--- src/rtl/adf4158_write_arbiter.sv ---
// Round-robin arbiter for two 32-bit register-write requesters sharing the ADF4158
// CLK/DATA/LE programming port; each accepted word goes out MSB-first inside one LE-low frame.
module adf4158_write_arbiter #(
   parameter int HALF_PER       = 1,
   parameter int LE_HIGH_CYCLES = 2
) (
   input  logic        clk,
   input  logic        rst,
   input  logic        req0_valid,
   input  logic [31:0] req0_data,
   output logic        req0_ready,
   input  logic        req1_valid,
   input  logic [31:0] req1_data,
   output logic        req1_ready,
   input  logic        inhibit,
   output logic        busy,
   output logic        grant_id,
   output logic        done,
   output logic        sclk,
   output logic        data,
   output logic        le
);

   localparam int PW = $clog2(HALF_PER + 1);
   localparam int LW = $clog2(LE_HIGH_CYCLES + 1);
   localparam logic [PW-1:0] PH_LOAD = PW'(HALF_PER - 1);
   localparam logic [LW-1:0] LE_LOAD = LW'(LE_HIGH_CYCLES - 1);

   // state   | meaning
   // S_IDLE  | le high, waiting for a grant
   // S_SHIFT | le low, 32 bits clocked out, sclk low then high per bit
   // S_HOLD  | le low, sclk low for one half-period after the last bit
   // S_LATCH | le high for LE_HIGH_CYCLES, done on the final cycle
   typedef enum logic [1:0] {S_IDLE, S_SHIFT, S_HOLD, S_LATCH} state_t;

   state_t          state_q, state_d;
   logic [31:0]     shift_q, shift_d;
   logic [4:0]      bit_q, bit_d;
   logic [PW-1:0]   phase_q, phase_d;
   logic            high_q, high_d;
   logic [LW-1:0]   le_cnt_q, le_cnt_d;
   logic            last_grant_q, last_grant_d;
   logic            grant_id_q, grant_id_d;
   logic            sel;
   logic            accept_en;

   always_ff @(posedge clk or posedge rst) begin
      if (rst) begin
         state_q      <= S_IDLE;
         shift_q      <= '0;
         bit_q        <= '0;
         phase_q      <= '0;
         high_q       <= 1'b0;
         le_cnt_q     <= '0;
         last_grant_q <= 1'b1;
         grant_id_q   <= 1'b0;
      end else begin
         state_q      <= state_d;
         shift_q      <= shift_d;
         bit_q        <= bit_d;
         phase_q      <= phase_d;
         high_q       <= high_d;
         le_cnt_q     <= le_cnt_d;
         last_grant_q <= last_grant_d;
         grant_id_q   <= grant_id_d;
      end
   end

   always_comb begin
      state_d      = state_q;
      shift_d      = shift_q;
      bit_d        = bit_q;
      phase_d      = phase_q;
      high_d       = high_q;
      le_cnt_d     = le_cnt_q;
      last_grant_d = last_grant_q;
      grant_id_d   = grant_id_q;
      done         = 1'b0;

      // with both pending, the requester that did not win last time goes next
      sel        = (req0_valid && req1_valid) ? ~last_grant_q : req1_valid;
      accept_en  = (state_q == S_IDLE) && !inhibit && !rst;
      req0_ready = accept_en && req0_valid && !sel;
      req1_ready = accept_en && req1_valid && sel;

      case (state_q)
         S_IDLE: begin
            if (req0_ready || req1_ready) begin
               state_d      = S_SHIFT;
               shift_d      = sel ? req1_data : req0_data;
               bit_d        = 5'd31;
               phase_d      = PH_LOAD;
               high_d       = 1'b0;
               last_grant_d = sel;
               grant_id_d   = sel;
            end
         end
         S_SHIFT: begin
            if (phase_q == '0) begin
               phase_d = PH_LOAD;
               if (!high_q) begin
                  high_d = 1'b1;
               end else begin
                  high_d = 1'b0;
                  // the final bit stays on data through the hold phase
                  if (bit_q == 5'd0) begin
                     state_d = S_HOLD;
                  end else begin
                     bit_d   = bit_q - 5'd1;
                     shift_d = {shift_q[30:0], 1'b0};
                  end
               end
            end else begin
               phase_d = phase_q - PW'(1);
            end
         end
         S_HOLD: begin
            if (phase_q == '0) begin
               state_d  = S_LATCH;
               le_cnt_d = LE_LOAD;
            end else begin
               phase_d = phase_q - PW'(1);
            end
         end
         S_LATCH: begin
            if (le_cnt_q == '0) begin
               done    = 1'b1;
               state_d = S_IDLE;
            end else begin
               le_cnt_d = le_cnt_q - LW'(1);
            end
         end
         default: state_d = S_IDLE;
      endcase
   end

   // pins decode directly from registered state so a reset drives them to idle at once
   assign busy     = (state_q != S_IDLE);
   assign grant_id = grant_id_q;
   assign sclk     = (state_q == S_SHIFT) && high_q;
   assign data     = ((state_q == S_SHIFT) || (state_q == S_HOLD)) && shift_q[31];
   assign le       = (state_q == S_IDLE) || (state_q == S_LATCH);

endmodule

--- config.mk ---
export PLATFORM = sky130hd
export DESIGN_NAME = adf4158_write_arbiter
export DESIGN_NICKNAME = d
export VERILOG_FILES = /design/src/rtl/adf4158_write_arbiter.sv
export SDC_FILE = /design/constraint.sdc
export NUM_CORES = 1
export LEC_CHECK = 0
export CORE_UTILIZATION = 44
export CTS_CLUSTER_SIZE = 14
export DETAILED_ROUTE_END_ITERATION = 8
export PLACE_DENSITY = 0.89
export SLEW_MARGIN = 20
export SYNTH_ARGS = -nofsm -noshare
export SYNTH_HDL_FRONTEND = slang
export SYNTH_SLANG_ARGS = --single-unit
--- constraint.sdc ---
create_clock -name clk -period 1.6 [get_ports clk]
set_input_delay 0.32 -clock clk [delete_from_list [all_inputs] [get_ports clk]]
set_output_delay 0.32 -clock clk [all_outputs]
set_load 0.03 [all_outputs]
==> metrics.log <==
INFO  metric ys_async_sr_fraction = 100%
INFO  metric ys_seq_area_share = 40.4%
INFO  metric worst-path-max-fanout = 4
INFO  metric critPathCaptureType = output port
INFO  metric ctsHoldBuffers = 0
INFO  metric postSynthNetCount = 337
INFO  metric ys_ff_latch = 44
INFO  metric timing.max_slew.rel_slack = 78.0%
INFO  metric yosys_warnings = 0
INFO  metric fin_crit = 2.08 ns
INFO  metric area_occupied_by_multi_input_gates = 1640 µm²
INFO  metric die_width = 80.7 µm
INFO  metric floorplan.core_area = 5960 µm²
INFO  metric timing.max_cap.violations = 0
INFO  metric design.final.nets = 459
INFO  metric post_synth_fa_ha_maj_area_fraction = 3.21%
INFO  metric crit_required = 1.28 ns
INFO  metric fillerInstances = 389
INFO  metric final_hold_viol_count = 0
INFO  metric io_pins = 77
INFO  metric ctsRootBufferMaster = sky130_fd_sc_hd__clkbuf_8
INFO  metric internal_power_contribution = 5.81 mW
INFO  metric htree_num_levels = 2
INFO  metric run_status = finished, violations left
INFO  metric hold_ws = 0.498 ns
INFO  metric clock_sinks = 44
INFO  metric post_synthesis_compound_gate_area_fraction = 23.2%
INFO  metric pre_cts_ws = -0.355 ns
INFO  metric dominantRegCellSynth = sky130_fd_sc_hd__dfrtp_1
INFO  metric cts.clk_slew.worst_paths = 0.10 ns
INFO  metric hold_path_class = reg2reg
INFO  metric setup_viols_final = 46
INFO  metric design_area = 4390 µm²
INFO  metric largest_family_of_logic_cells_by_synthesized_area = compound AO/OA/AOI/OAI gates
INFO  metric groute.layer.met2.usage = 43.5%
INFO  metric chipHeight = 80.7 µm
INFO  metric synth_cell_type_count = 43
INFO  metric power.share.switching = 36.4%
INFO  metric grt-busiest-layer = met2
INFO  metric regArea = 1100 µm²
INFO  metric clock_power_share = 10.2%
INFO  metric clockBufferDepth = 2
INFO  metric dr.pass1.iters = 4
INFO  metric p_comb_share = 66.4%
INFO  metric routed_wire_length_per_instance = 18.2 µm
INFO  metric synthesis.area = 2730 µm²
INFO  metric critPathLaunchType = register
INFO  metric setup_slack = -0.477 ns
INFO  metric fin_worst_skew = 0.0131 ns
INFO  metric grt_remaining_overflow = 0
INFO  metric via_count = 2,595
INFO  metric p_sw = 3.32 mW
INFO  metric vdd_ir_drop_max = 1.29 mV
INFO  metric yosys.area_share.xor_xnor = 0%
INFO  metric syn_area_per_cell = 10.5 µm²
INFO  metric vias_in_the_first_global_route = 2,530
INFO  metric share_of_the_clock_period_used_by_the_worst_path_after_layout = 130%
INFO  metric initial_antenna_violation_count = 0
INFO  metric worstPathArrival = 1.76 ns
INFO  metric placed_area = 3910 µm²
INFO  metric worstMarginPinSlew = 0.328 ns
INFO  metric synth_edf_count = 0
INFO  metric port-buffer-count = 76
INFO  metric met3_usage = 4.38%
INFO  metric track_usage = 24.8%
INFO  metric detail_route.wirelength = 8370 µm
INFO  metric drt_first_iter_violations = 199
INFO  metric path_class = reg2out
INFO  metric vias_per_cell = 5.65
INFO  metric synthToLayoutAreaGrowth = 60.9%
INFO  metric full_die_area = 6520 µm²
INFO  metric synth_mux_area_share = 17.4%
INFO  metric fmax = 481 MHz
INFO  metric number_of_antenna_diodes = 0
INFO  metric grt_start_max_net_pins = 45
INFO  metric grt_use_met1 = 30.1%
INFO  metric clkLatencyLatePin = 0.31 ns
INFO  metric violations = setup timing
INFO  metric grt_setup_unrepaired = true
INFO  metric seqPwrFrac = 23.4%
INFO  metric synth_simple_gate_area_share = 10.7%
INFO  metric grt_first_pass_wirelength = 12,200 µm
INFO  metric cts_made_buffers = 5
INFO  metric drv_slew = 0
INFO  metric clock_tree_from_tritoncts = yes
INFO  metric fraction_of_final_layout_cells_with_drive_strength_greater_than_1 = 35.9%
INFO  metric initial_utilization = 45.8%
INFO  metric leakagePower = 2.01 nW
INFO  metric synth_cells = 261
INFO  metric final_util = 73.7%
INFO  metric detail-route-antenna-nets = 0
INFO  metric num_rows = 28
INFO  metric pwr_density_cell = 2080 nW/µm²
INFO  metric hpwl = 5030 µm
INFO  metric routabilityCongestion = 0.778
INFO  metric drc_markers = 0
[Yosys cell counts (2+ instances only)]
library cell | n | share of area, %
sky130_fd_sc_hd__dfrtp_1 | 43 | 39
sky130_fd_sc_hd__nand2_1 | 39 | 5.4
sky130_fd_sc_hd__a21oi_1 | 34 | 6.2
sky130_fd_sc_hd__a2bb2oi_1 | 31 | 10
sky130_fd_sc_hd__mux2_4 | 28 | 15
sky130_fd_sc_hd__inv_1 | 11 | 1.5
sky130_fd_sc_hd__clkbuf_1 | 7 | 0.96
sky130_fd_sc_hd__ha_1 | 7 | 3.2
sky130_fd_sc_hd__nor2_1 | 7 | 0.96
sky130_fd_sc_hd__buf_2 | 6 | 1.1
sky130_fd_sc_hd__o21ai_0 | 4 | 0.73
sky130_fd_sc_hd__buf_6 | 3 | 1.2
sky130_fd_sc_hd__mux2_2 | 3 | 1.2
sky130_fd_sc_hd__nand4_1 | 3 | 0.69
sky130_fd_sc_hd__and2_1 | 2 | 0.46
sky130_fd_sc_hd__mux2i_1 | 2 | 0.73
sky130_fd_sc_hd__nand2b_1 | 2 | 0.46
sky130_fd_sc_hd__nand3_1 | 2 | 0.37
sky130_fd_sc_hd__nor3_1 | 2 | 0.37
sky130_fd_sc_hd__o221a_2 | 2 | 0.83
[cell families after synthesis]
family	Yosys count
mux	33
compound gates	86
simple gates	62
flops	44
fa+ha+maj	7
buf+inv	29
[layer usage]
| layer | vias up | part of all wire, % |
|---|---|---|
| met5 | - | 0 |
| met4 | 0 | 2.1 |
| met3 | 22 | 5.6 |
| met2 | 121 | 51 |
| met1 | 1255 | 41 |
| li1 | 1197 | - |
[final cells by class]
| type | count | share of cell area (%) |
|---|---|---|
| multi-input combinational | 188 | 37.3 |
| timing repair buffer | 132 | 31.6 |
| sequential | 44 | 25.1 |
| tap | 75 | 2.14 |
| clock buffer | 6 | 1.88 |
| inverter | 12 | 1.17 |
| clock inverter | 2 | 0.884 |
[worst max-delay path, cell delays in order, from the launching register on]
cell and delay, ns:
sky130_fd_sc_hd__dfrtp_1 0.42, sky130_fd_sc_hd__buf_6 0.13, sky130_fd_sc_hd__inv_4 0.05, sky130_fd_sc_hd__ha_4 0.15, sky130_fd_sc_hd__or3b_4 0.41, sky130_fd_sc_hd__nor2_4 0.14
sky130_fd_sc_hd__buf_12 0.13
[registers in the layout, summed over array words and instances, names as in the netlist]
signal and cells:
high_q 1, last_grant_q 1, le_cnt_q 2, bit_q 5, state_q 2, grant_id 1
shift_q 32
[cell usage in the layout, fill, tap and decap left out, drive strengths merged, types with 2 or more instances in the layout]
cell type,count
o221a,2
inv,11
and2,2
a21boi,2
clkbuf,7
dfrtp,43
nand2b,2
nor2,8
nand4,3
nor3,2
mux2,31
nand3,2
buf,62
a2bb2oi,31
o31ai,2
nand2,39
a21oi,34
clkdlybuf4s50,68
ha,7
mux2i,2
o21ai,5
[timing repair]
item | CTS | global route
endpoints found under the setup margin | 49 | 48
gates resized for setup | 15 | 37
buffers inserted | 6 | 10
pin swaps | 5 | 7
cloned | 1 | 2
[per-stage QoR]
step	TNS, ns	power, mW	std cells
floorplan	-6.36	5.49	261
global placement	-11.22	6.84	434
detailed placement	-12.96	7.02	434
CTS	-12.99	8.38	449
global route	-14.90	9.61	459
finish	-12.56	9.13	459
[power groups by stage]
stage | registers, mW | logic (mW) | clock network [mW]
4_1_cts | 2.08 | 5.38 | 0.930
5_1_grt | 2.19 | 6.44 | 0.983
3_5_place_dp | 2.07 | 4.95 | 0
2_1_floorplan | 2.02 | 3.46 | 0
6_report | 2.14 | 6.06 | 0.933
3_3_place_gp | 2.07 | 4.76 | 0
[path summary, 6_finish.rpt]
kind | startpoint | to | slack [ns] | cells after the start
min in group asynchronous | rst | shift_q[1] | 0.71 | 4
worst min register to register | le_cnt_q[0] | le_cnt_q[0] | 0.50 | 1
max in group asynchronous | rst | last_grant_q | 0.63 | 4
worst max register to register | state_q[0] | shift_q[14] | -0.37 | 9
worst max-delay path | state_q[0] | req1_ready | -0.48 | 6
worst min-delay path | le_cnt_q[0] | le_cnt_q[0] | 0.50 | 1
Power figures use the tool's default switching activity.
